## config.mk

```make
export PLATFORM = sky130hd
export DESIGN_NAME = led_pattern_engine
export DESIGN_NICKNAME = d
export VERILOG_FILES = /design/src/rtl/led_pattern_engine.sv
export SDC_FILE = /design/constraint.sdc
export NUM_CORES = 1
export LEC_CHECK = 0
export CORE_MARGIN = 8
export CORE_UTILIZATION = 63
export DETAILED_ROUTE_END_ITERATION = 7
export GPL_TIMING_DRIVEN = 1
export PLACE_DENSITY = 0.86
export SYNTH_ARGS = -nofsm -noshare
export SYNTH_HDL_FRONTEND = slang
export SYNTH_SLANG_ARGS = --single-unit
```

## constraint.sdc

```tcl
create_clock -name clk_50 -period 5.35 [get_ports clk_50]
set_clock_uncertainty 0.15 [all_clocks]
set_input_delay 0.8025 -clock clk_50 [delete_from_list [all_inputs] [get_ports clk_50]]
set_output_delay 0.8025 -clock clk_50 [all_outputs]
set_load 0.02 [all_outputs]
```

## src/rtl/led_pattern_engine.sv

```systemverilog
// Decorative LED sequencer with a run-time speed select and a two-digit pass counter.
//
// Ports:
//   clk_50 - system clock (50 MHz on board)
//   rst    - asynchronous active-high reset
//   en     - run enable; 0 freezes the prescaler, the pattern and the pass counter
//   mode   - 0 CHASE_R, 1 CHASE_L, 2 BOUNCE, 3 FILL, 4 BLINK, 5-7 OFF
//   speed  - tick period is CLK_DIV >> speed clocks
//   led    - LED drive, active-high, registered
//   hex0   - ones digit of the pass count, active-low gfedcba, registered
//   hex1   - tens digit of the pass count, same encoding
module led_pattern_engine #(
  parameter int unsigned NUM_LEDS = 27,
  parameter int unsigned CLK_DIV  = 25000000
) (
  input  logic                clk_50,
  input  logic                rst,
  input  logic                en,
  input  logic [2:0]          mode,
  input  logic [1:0]          speed,
  output logic [NUM_LEDS-1:0] led,
  output logic [6:0]          hex0,
  output logic [6:0]          hex1
);

  localparam logic [2:0] ModeChaseR = 3'd0;
  localparam logic [2:0] ModeChaseL = 3'd1;
  localparam logic [2:0] ModeBounce = 3'd2;
  localparam logic [2:0] ModeFill   = 3'd3;
  localparam logic [2:0] ModeBlink  = 3'd4;

  localparam logic [31:0]         ClkDivW = 32'(CLK_DIV);
  localparam logic [NUM_LEDS-1:0] LedOne  = {{(NUM_LEDS-1){1'b0}}, 1'b1};
  localparam logic [NUM_LEDS-1:0] LedMsb  = {1'b1, {(NUM_LEDS-1){1'b0}}};
  localparam logic [NUM_LEDS-1:0] LedAll  = {NUM_LEDS{1'b1}};

  function automatic logic [6:0] seg7(input logic [3:0] digit);
    logic [6:0] s;
    case (digit)
      4'd0:    s = 7'h40;
      4'd1:    s = 7'h79;
      4'd2:    s = 7'h24;
      4'd3:    s = 7'h30;
      4'd4:    s = 7'h19;
      4'd5:    s = 7'h12;
      4'd6:    s = 7'h02;
      4'd7:    s = 7'h78;
      4'd8:    s = 7'h00;
      4'd9:    s = 7'h10;
      default: s = 7'h7f;
    endcase
    return s;
  endfunction

  logic [31:0]         cnt_q, cnt_d;
  logic [2:0]          active_mode_q, active_mode_d;
  logic [NUM_LEDS-1:0] led_q, led_d;
  logic                loaded_q, loaded_d;
  logic                dir_up_q, dir_up_d;
  logic [3:0]          ones_q, ones_d;
  logic [3:0]          tens_q, tens_d;
  logic [6:0]          hex0_q, hex0_d;
  logic [6:0]          hex1_q, hex1_d;

  logic [31:0] div;
  logic        tick;
  logic        pass_inc;
  logic        going_up;

  always_comb begin
    div      = ClkDivW >> speed;
    // >= rather than == so a speed change that shortens DIV below the count still ticks
    tick     = en && (cnt_q >= (div - 32'd1));
    pass_inc = 1'b0;
    // Bounce keeps climbing until it hits MSB, then descends until it hits bit0
    going_up = (dir_up_q && !led_q[NUM_LEDS-1]) || (!dir_up_q && led_q[0]);

    cnt_d         = cnt_q;
    active_mode_d = active_mode_q;
    led_d         = led_q;
    loaded_d      = loaded_q;
    dir_up_d      = dir_up_q;
    ones_d        = ones_q;
    tens_d        = tens_q;

    if (mode != active_mode_q) begin
      // Mode change wins over everything, even with en low
      active_mode_d = mode;
      cnt_d         = '0;
      led_d         = '0;
      loaded_d      = 1'b0;
      dir_up_d      = 1'b1;
      ones_d        = '0;
      tens_d        = '0;
    end else if (en) begin
      if (tick) begin
        cnt_d = '0;
        if (active_mode_q <= ModeBlink) begin
          if (!loaded_q) begin
            loaded_d = 1'b1;
            dir_up_d = 1'b1;
            case (active_mode_q)
              ModeChaseR: led_d = LedMsb;
              ModeBlink:  led_d = LedAll;
              default:    led_d = LedOne;
            endcase
          end else begin
            case (active_mode_q)
              ModeChaseR: begin
                if (led_q[0]) begin
                  led_d    = LedMsb;
                  pass_inc = 1'b1;
                end else begin
                  led_d = led_q >> 1;
                end
              end
              ModeChaseL: begin
                if (led_q[NUM_LEDS-1]) begin
                  led_d    = LedOne;
                  pass_inc = 1'b1;
                end else begin
                  led_d = led_q << 1;
                end
              end
              ModeBounce: begin
                dir_up_d = going_up;
                if (going_up) begin
                  led_d = led_q << 1;
                end else begin
                  led_d    = led_q >> 1;
                  pass_inc = led_q[1];
                end
              end
              ModeFill: begin
                if (led_q == LedAll) begin
                  led_d    = '0;
                  pass_inc = 1'b1;
                end else if (led_q == '0) begin
                  led_d = LedOne;
                end else begin
                  led_d = (led_q << 1) | LedOne;
                end
              end
              ModeBlink: begin
                led_d    = ~led_q;
                pass_inc = (led_q == '0);
              end
              default: led_d = led_q;
            endcase
          end
        end
      end else begin
        cnt_d = cnt_q + 32'd1;
      end
    end

    if (pass_inc) begin
      if (ones_q == 4'd9) begin
        ones_d = 4'd0;
        tens_d = (tens_q == 4'd9) ? 4'd0 : tens_q + 4'd1;
      end else begin
        ones_d = ones_q + 4'd1;
      end
    end

    // Decode from next-state so the display moves on the same edge as the count
    hex0_d = seg7(ones_d);
    hex1_d = seg7(tens_d);
  end

  always_ff @(posedge clk_50 or posedge rst) begin
    if (rst) begin
      cnt_q         <= '0;
      active_mode_q <= ModeChaseR;
      led_q         <= '0;
      loaded_q      <= 1'b0;
      dir_up_q      <= 1'b1;
      ones_q        <= '0;
      tens_q        <= '0;
      hex0_q        <= 7'h40;
      hex1_q        <= 7'h40;
    end else begin
      cnt_q         <= cnt_d;
      active_mode_q <= active_mode_d;
      led_q         <= led_d;
      loaded_q      <= loaded_d;
      dir_up_q      <= dir_up_d;
      ones_q        <= ones_d;
      tens_q        <= tens_d;
      hex0_q        <= hex0_d;
      hex1_q        <= hex1_d;
    end
  end

  assign led  = led_q;
  assign hex0 = hex0_q;
  assign hex1 = hex1_q;

endmodule

```

# == After elaboration in Yosys (flattened, before gate mapping) ==
# Memories as Yosys holds them, arrays and structs flattened. A register that Yosys moved wholly into a read port is not among the register bits.
# Cells that the tools add are included.
# totals
rom_bits,224
regBits,72
input_bits,8
memories,2
output_inout_bits,41
wordCells,83
# op_classes
order_cmp,2
shifts,1
muxes,42
n_eq_ne,10
n_addsub,4
n_reduce_logical,14
bitwise,1
# mem_list
memory,depth,width,read_ports,rd_ports_with_merged_regs,write_ports,line_no,text
(name not given),16,7,1,1,0,39,case (digit)
(name not given),16,7,1,1,0,39,
# op_table
cell,n
$mux 27,10
$pmux 27 s5,1
$mux 32,3
$pmux 27 s2,1
$add 32x1->32 const B,1
$ge 32x32->1,1
$shr 25x2->32 const A,1
$sub 32x1->32 const B,1
$mux 4,7
$eq 27x27->1 const B,1
$logic_not 27->1,1
$not 27->27,1
$mux 1,19
$add 4x1->4 const B,2
$eq 4x4->1 const B,2
$reduce_and 4->1,2
$ne 7x1->1 const B,1
$eq 3x2->1 const B,2
$reduce_bool 2->1,3
$pmux 1 s5,1
$eq 3x1->1 const B,1
$eq 3x3->1 const B,1
$le 3x3->1 const B,1
$logic_and 1x1->1,3
6 further kinds,7

# == Logic depth before layout (Yosys ltp) ==
# logic_depth
depth_word,11
ltp_mapped,20
mapped_depth_nobuf,19

# == Worst setup path after synthesis ==
# Ideal clock, no wire load.
# synth_path
kind,input-to-reg
from,input port speed[1]
to,"register hex1_q[0], in the netlist hex1[0]"
cell_stages,19
arrival_time_ns,3.742
setup_slack_ns,1.393
required_ns,5.135
setup_ns,0.065
path_buffers,1
path_cell_list,nor2_1 > inv_1 > ha_1 > nand4_1 > nor4_2 > nand2_1 > a311oi_1 > o211a_1 > buf_6 > nand2_1 > xor2_1 > nand2b_1 > inv_1 > ha_1 > nor2_1 > a31oi_1 > o22ai_1 > a211oi_1 > o21a_1
# synth_via
elab_chain_len,8
# synth_rtl
item,line_no,text
from (decl),20,"input logic [1:0] speed,"
$shr 25x2->32,71,div = ClkDivW >> speed;
$sub 32x1->32,73,tick = en && (cnt_q >= (div - 32'd1));
$ge 32x32->1,73,
$logic_and 1x1->1,73,
$mux 1,96,if (tick) begin
$mux 1,95,end else if (en) begin
$mux 1,86,if (mode != active_mode_q) begin
$mux 4,157,if (pass_inc) begin
net tens_d[0],61,"logic [3:0] tens_q, tens_d;"
to (decl),63,"logic [6:0] hex1_q, hex1_d;"
# The timed path passes the listed nets, and every way through them passes these cells.
# A chain may end at the register's enable or synchronous reset.

# == Final worst setup path ==
# layout_path
from,input port speed[0]
to,"register hex1_q[3], in the netlist hex1[3]"
# The elaborated chain is that of the path after synthesis.

==> flow_summary.yaml <==
layout:
  instances_no_fill: 779
  nets: 711
  drive_above_1_share_pct: 6.855
  postLayoutCellArea_sq_um: 6227
  final_util_pct: 72.83
  antenna_cells: 0
  area_growth_pct: 14.15
clock_tree:
  cts.sinks: 86
  cts_hold_buf: 0
  clk_latency_ns: 0.36
  ctsResizeCount: 0
  cts_root_buf: "clkbuf_8"
  cts.path.max_buffers: 2
  post_cts_buffers: 0
  htree_levels: 3
  clk_pin_slew_worst_paths_ns: 0.09
  cts_made_buffers: 9
  cts_tree: "yes"
pwr:
  seqPwrFrac_pct: 53.4
  pwr-share-comb_pct: 6.8
  vdd_ir_drop_max_uv: 174.7
  switching_share_pct: 25.27
  power.switching_w: 0.0003097
  power.internal_w: 0.0009158
  powerDensity_nw_per_um2: 196.8
  leakage_nw: 2.654
  clkPwrFrac_pct: 39.9
yosys:
  synth_compound_area_share_pct: 21.40
  synth_area_per_cell_sq_um: 8.687
  synthSimpleGateAreaFrac_pct: 20.02
  synth_top_family_by_area: "compound AO/OA/AOI/OAI gates"
  muxShareOfSynthArea_pct: 0.9174
  synth_ff_type: "dfrtp_1"
  synth_cell_type_count: 64
  synthAdderAreaFrac_pct: 8.486
  synth_xor_area_share_pct: 4.495
  synth_seq_cells: 86
  netlist_area_sq_um: 5455
  synth-edff-count: 0
  synthCells: 628
  ys_seq_area_share_pct: 39.52
  async_reset_ff_share_pct: 100.0
  yosys_warnings: 0
floorplanning:
  fp.dieW_um: 109.1
  initial_core_util_pct: 63.80
  die_h_um: 109.1
  die_area_sq_um: 11890
  io_pins: 49
  num_rows: 34
  core_sq_um: 8551
critical_path:
  reg2reg_depth: 16
  crit_type: "in -> reg"
  cp_max_fo: 6
  cp.required_ns: 5.50
  cp-end-kind: "flop"
  critPathLaunchType: "primary input"
  worst_ep_arrival_time_ns: 4.79
  r2r_slack_ns: 1.51
timing:
  finalSetupViolations: 0
  period_minus_slack_ns: 4.641
  slew_headroom_pct: 30.22
  fmax_mhz: 215.5
  fin_crit_sh_pct: 86.74
  drv_slew: 0
  rsz0062_at_grt: "false"
  worst_slew_pin_slew_ns: 1.046
  hold_viol: 0
  setup_tns_ns: 0
place:
  post-place-cells: 763
  hpwlAfterDp_mm: 9.062
  placed_area_sq_um: 6017
  placement.io_buffers: 48
  gp_congestion: 0.9203
route:
  post_drt_wl_per_cell_um: 17.17
  first_iter_violations: 298
  dr_total_vias: 4928
  via_per_inst: 6.326
  dr.pass1.iters: 5
  routed_wl_mm: 13.37
  drc: 0
  drtAntennaViolNets: 0
status:
  status: "finished, final reports clean"
run:
  drv_cap: 0
global_routing:
  overflow: 0
  antenna_found_initial: 0
  grt_pass1_vias: 4723
  grt_max_degree: 49
  grt_pass1_wl_mm: 22.68
  grtUsageTotal_pct: 23.28
hold_path:
  min_path_cells: 2
  hold_path.class: "reg -> reg"
[path summary, 6_finish.rpt]
check	to	from
worst max-delay path	hex1[3]	speed[0]
worst min-delay path	cnt_q[1]	cnt_q[1]
worst max register to register	hex1[3]	cnt_q[12]
worst min register to register	cnt_q[1]	cnt_q[1]
max in group asynchronous	hex0[6]	rst
min in group asynchronous	cnt_q[16]	rst
[per-stage QoR]
stage	power [W]	hold slack (ns)	setup WS, ns
final	0.001226	0.4238	0.7094
after global routing	0.001267	0.4580	0.3394
after CTS	0.001228	0.4172	0.7540
after detailed placement	0.0007487	0.4047	0.5441
after global placement	0.0007455	0.3857	0.7378
after floorplan	0.0007234	0.3662	1.393
[worst max-delay path, stage by stage]
cell and delay, ns:
clkdlybuf4s50_1 0.52, nor2_1 0.23, inv_1 0.09, ha_1 0.28
nand4_1 0.10, nor4_2 0.27, nand2_1 0.09, a311oi_1 0.50
o211a_1 0.26, nand2_1 0.08, xor2_1 0.17, nand2b_1 0.24
inv_1 0.16, ha_1 0.23, nor2_1 0.05, a31oi_1 0.15
o22ai_1 0.09, a211oi_1 0.31, o21a_1 0.16
[cells in the final DEF, fill, tap and decap left out, drive strengths merged, types with 4 or more instances in the layout]
cell type,count
nor4,13
o21a,4
nand2b,7
nand4,17
nor2,56
or3,8
inv,33
o21ai,77
conb,7
clkdlybuf4s50,48
a31oi,7
nand2,72
a21oi,23
nor3,16
a21o,5
and3,11
buf,9
xnor2,10
a221oi,26
xor2,18
mux2i,5
nand3,20
dfrtp,83
clkbuf,12
ha,37
[layout make-up]
type                    count  area, sq um
clock buffers              12        155.1
clock inverters             4        55.05
fillers                   619         2323
inverters                  34        128.9
multi-input cells         478         3049
flip-flops and latches     86         2156
well taps                 108        135.1
repair buffers             57        548.0
[Yosys cell counts, drive strengths merged, types with 2 or more instances]
library cell	n	area share (%)
nand3	20	1.9
a21oi	23	2.1
dfrtp	83	38
o21a	4	0.55
a21o	5	0.69
buf	6	0.67
o22ai	2	0.23
o211ai	2	0.28
a31oi	7	1.1
a2111oi	2	0.37
o21ai	77	7.1
and3	11	1.4
conb	2	0.14
nor4	13	1.7
ha	37	8.5
clkbuf	29	2.0
nor2b	3	0.34
mux2i	5	0.92
a211oi	3	0.41
nor2	56	3.9
a21boi	3	0.41
nand2	72	5.0
nand2b	7	0.80
nand4	17	2.1
a41oi	2	0.32
a221oi	26	4.2
o31ai	3	0.67
nor3	16	1.7
o221a	2	0.41
xor2	18	2.9
inv	34	2.3
dfstp	3	1.4
or3	8	0.92
xnor2	10	1.6
[routing by layer]
| layer | global-route usage [%] | vias up | wire length, um |
|---|---|---|---|
| li1 | - | 2331 | - |
| met1 | 30.06 | 2389 | 5727 |
| met2 | 38.73 | 190 | 6670 |
| met3 | 3.783 | 18 | 811 |
| met4 | 8.113 | 0 | 165 |
| met5 | 0 | - | 0 |
[power by group through the flow]
stage          Sequential [W]  Clock (W)  Combinational [W]
4_1_cts              0.000654   0.000491          0.0000824
5_1_grt              0.000655   0.000519          0.0000926
3_5_place_dp         0.000667          0          0.0000817
2_1_floorplan        0.000666          0          0.0000578
6_report             0.000654   0.000489          0.0000828
3_3_place_gp         0.000667          0          0.0000786
[registers in the layout, summed over array words and instances (netlist names)]
register	flops
dir_up_q	1
cnt_q	32
loaded_q	1
ones_q	4
active_mode_q	3
led	27
hex0	7
tens_q	4
hex1	7
[cells by family (layout without fill, tap and decap cells)]
family | after synthesis | count (layout)
muxes | 5 | 5
buffers and inverters | 69 | 107
AOI/OAI and AO/OA | 175 | 175
xor gates and xnor gates | 28 | 28
other | 2 | 7
and+or+nand+nor | 226 | 226
DFF | 86 | 86
adders and majority gates | 37 | 37
Note: power is estimated with default switching activity, not from simulation.
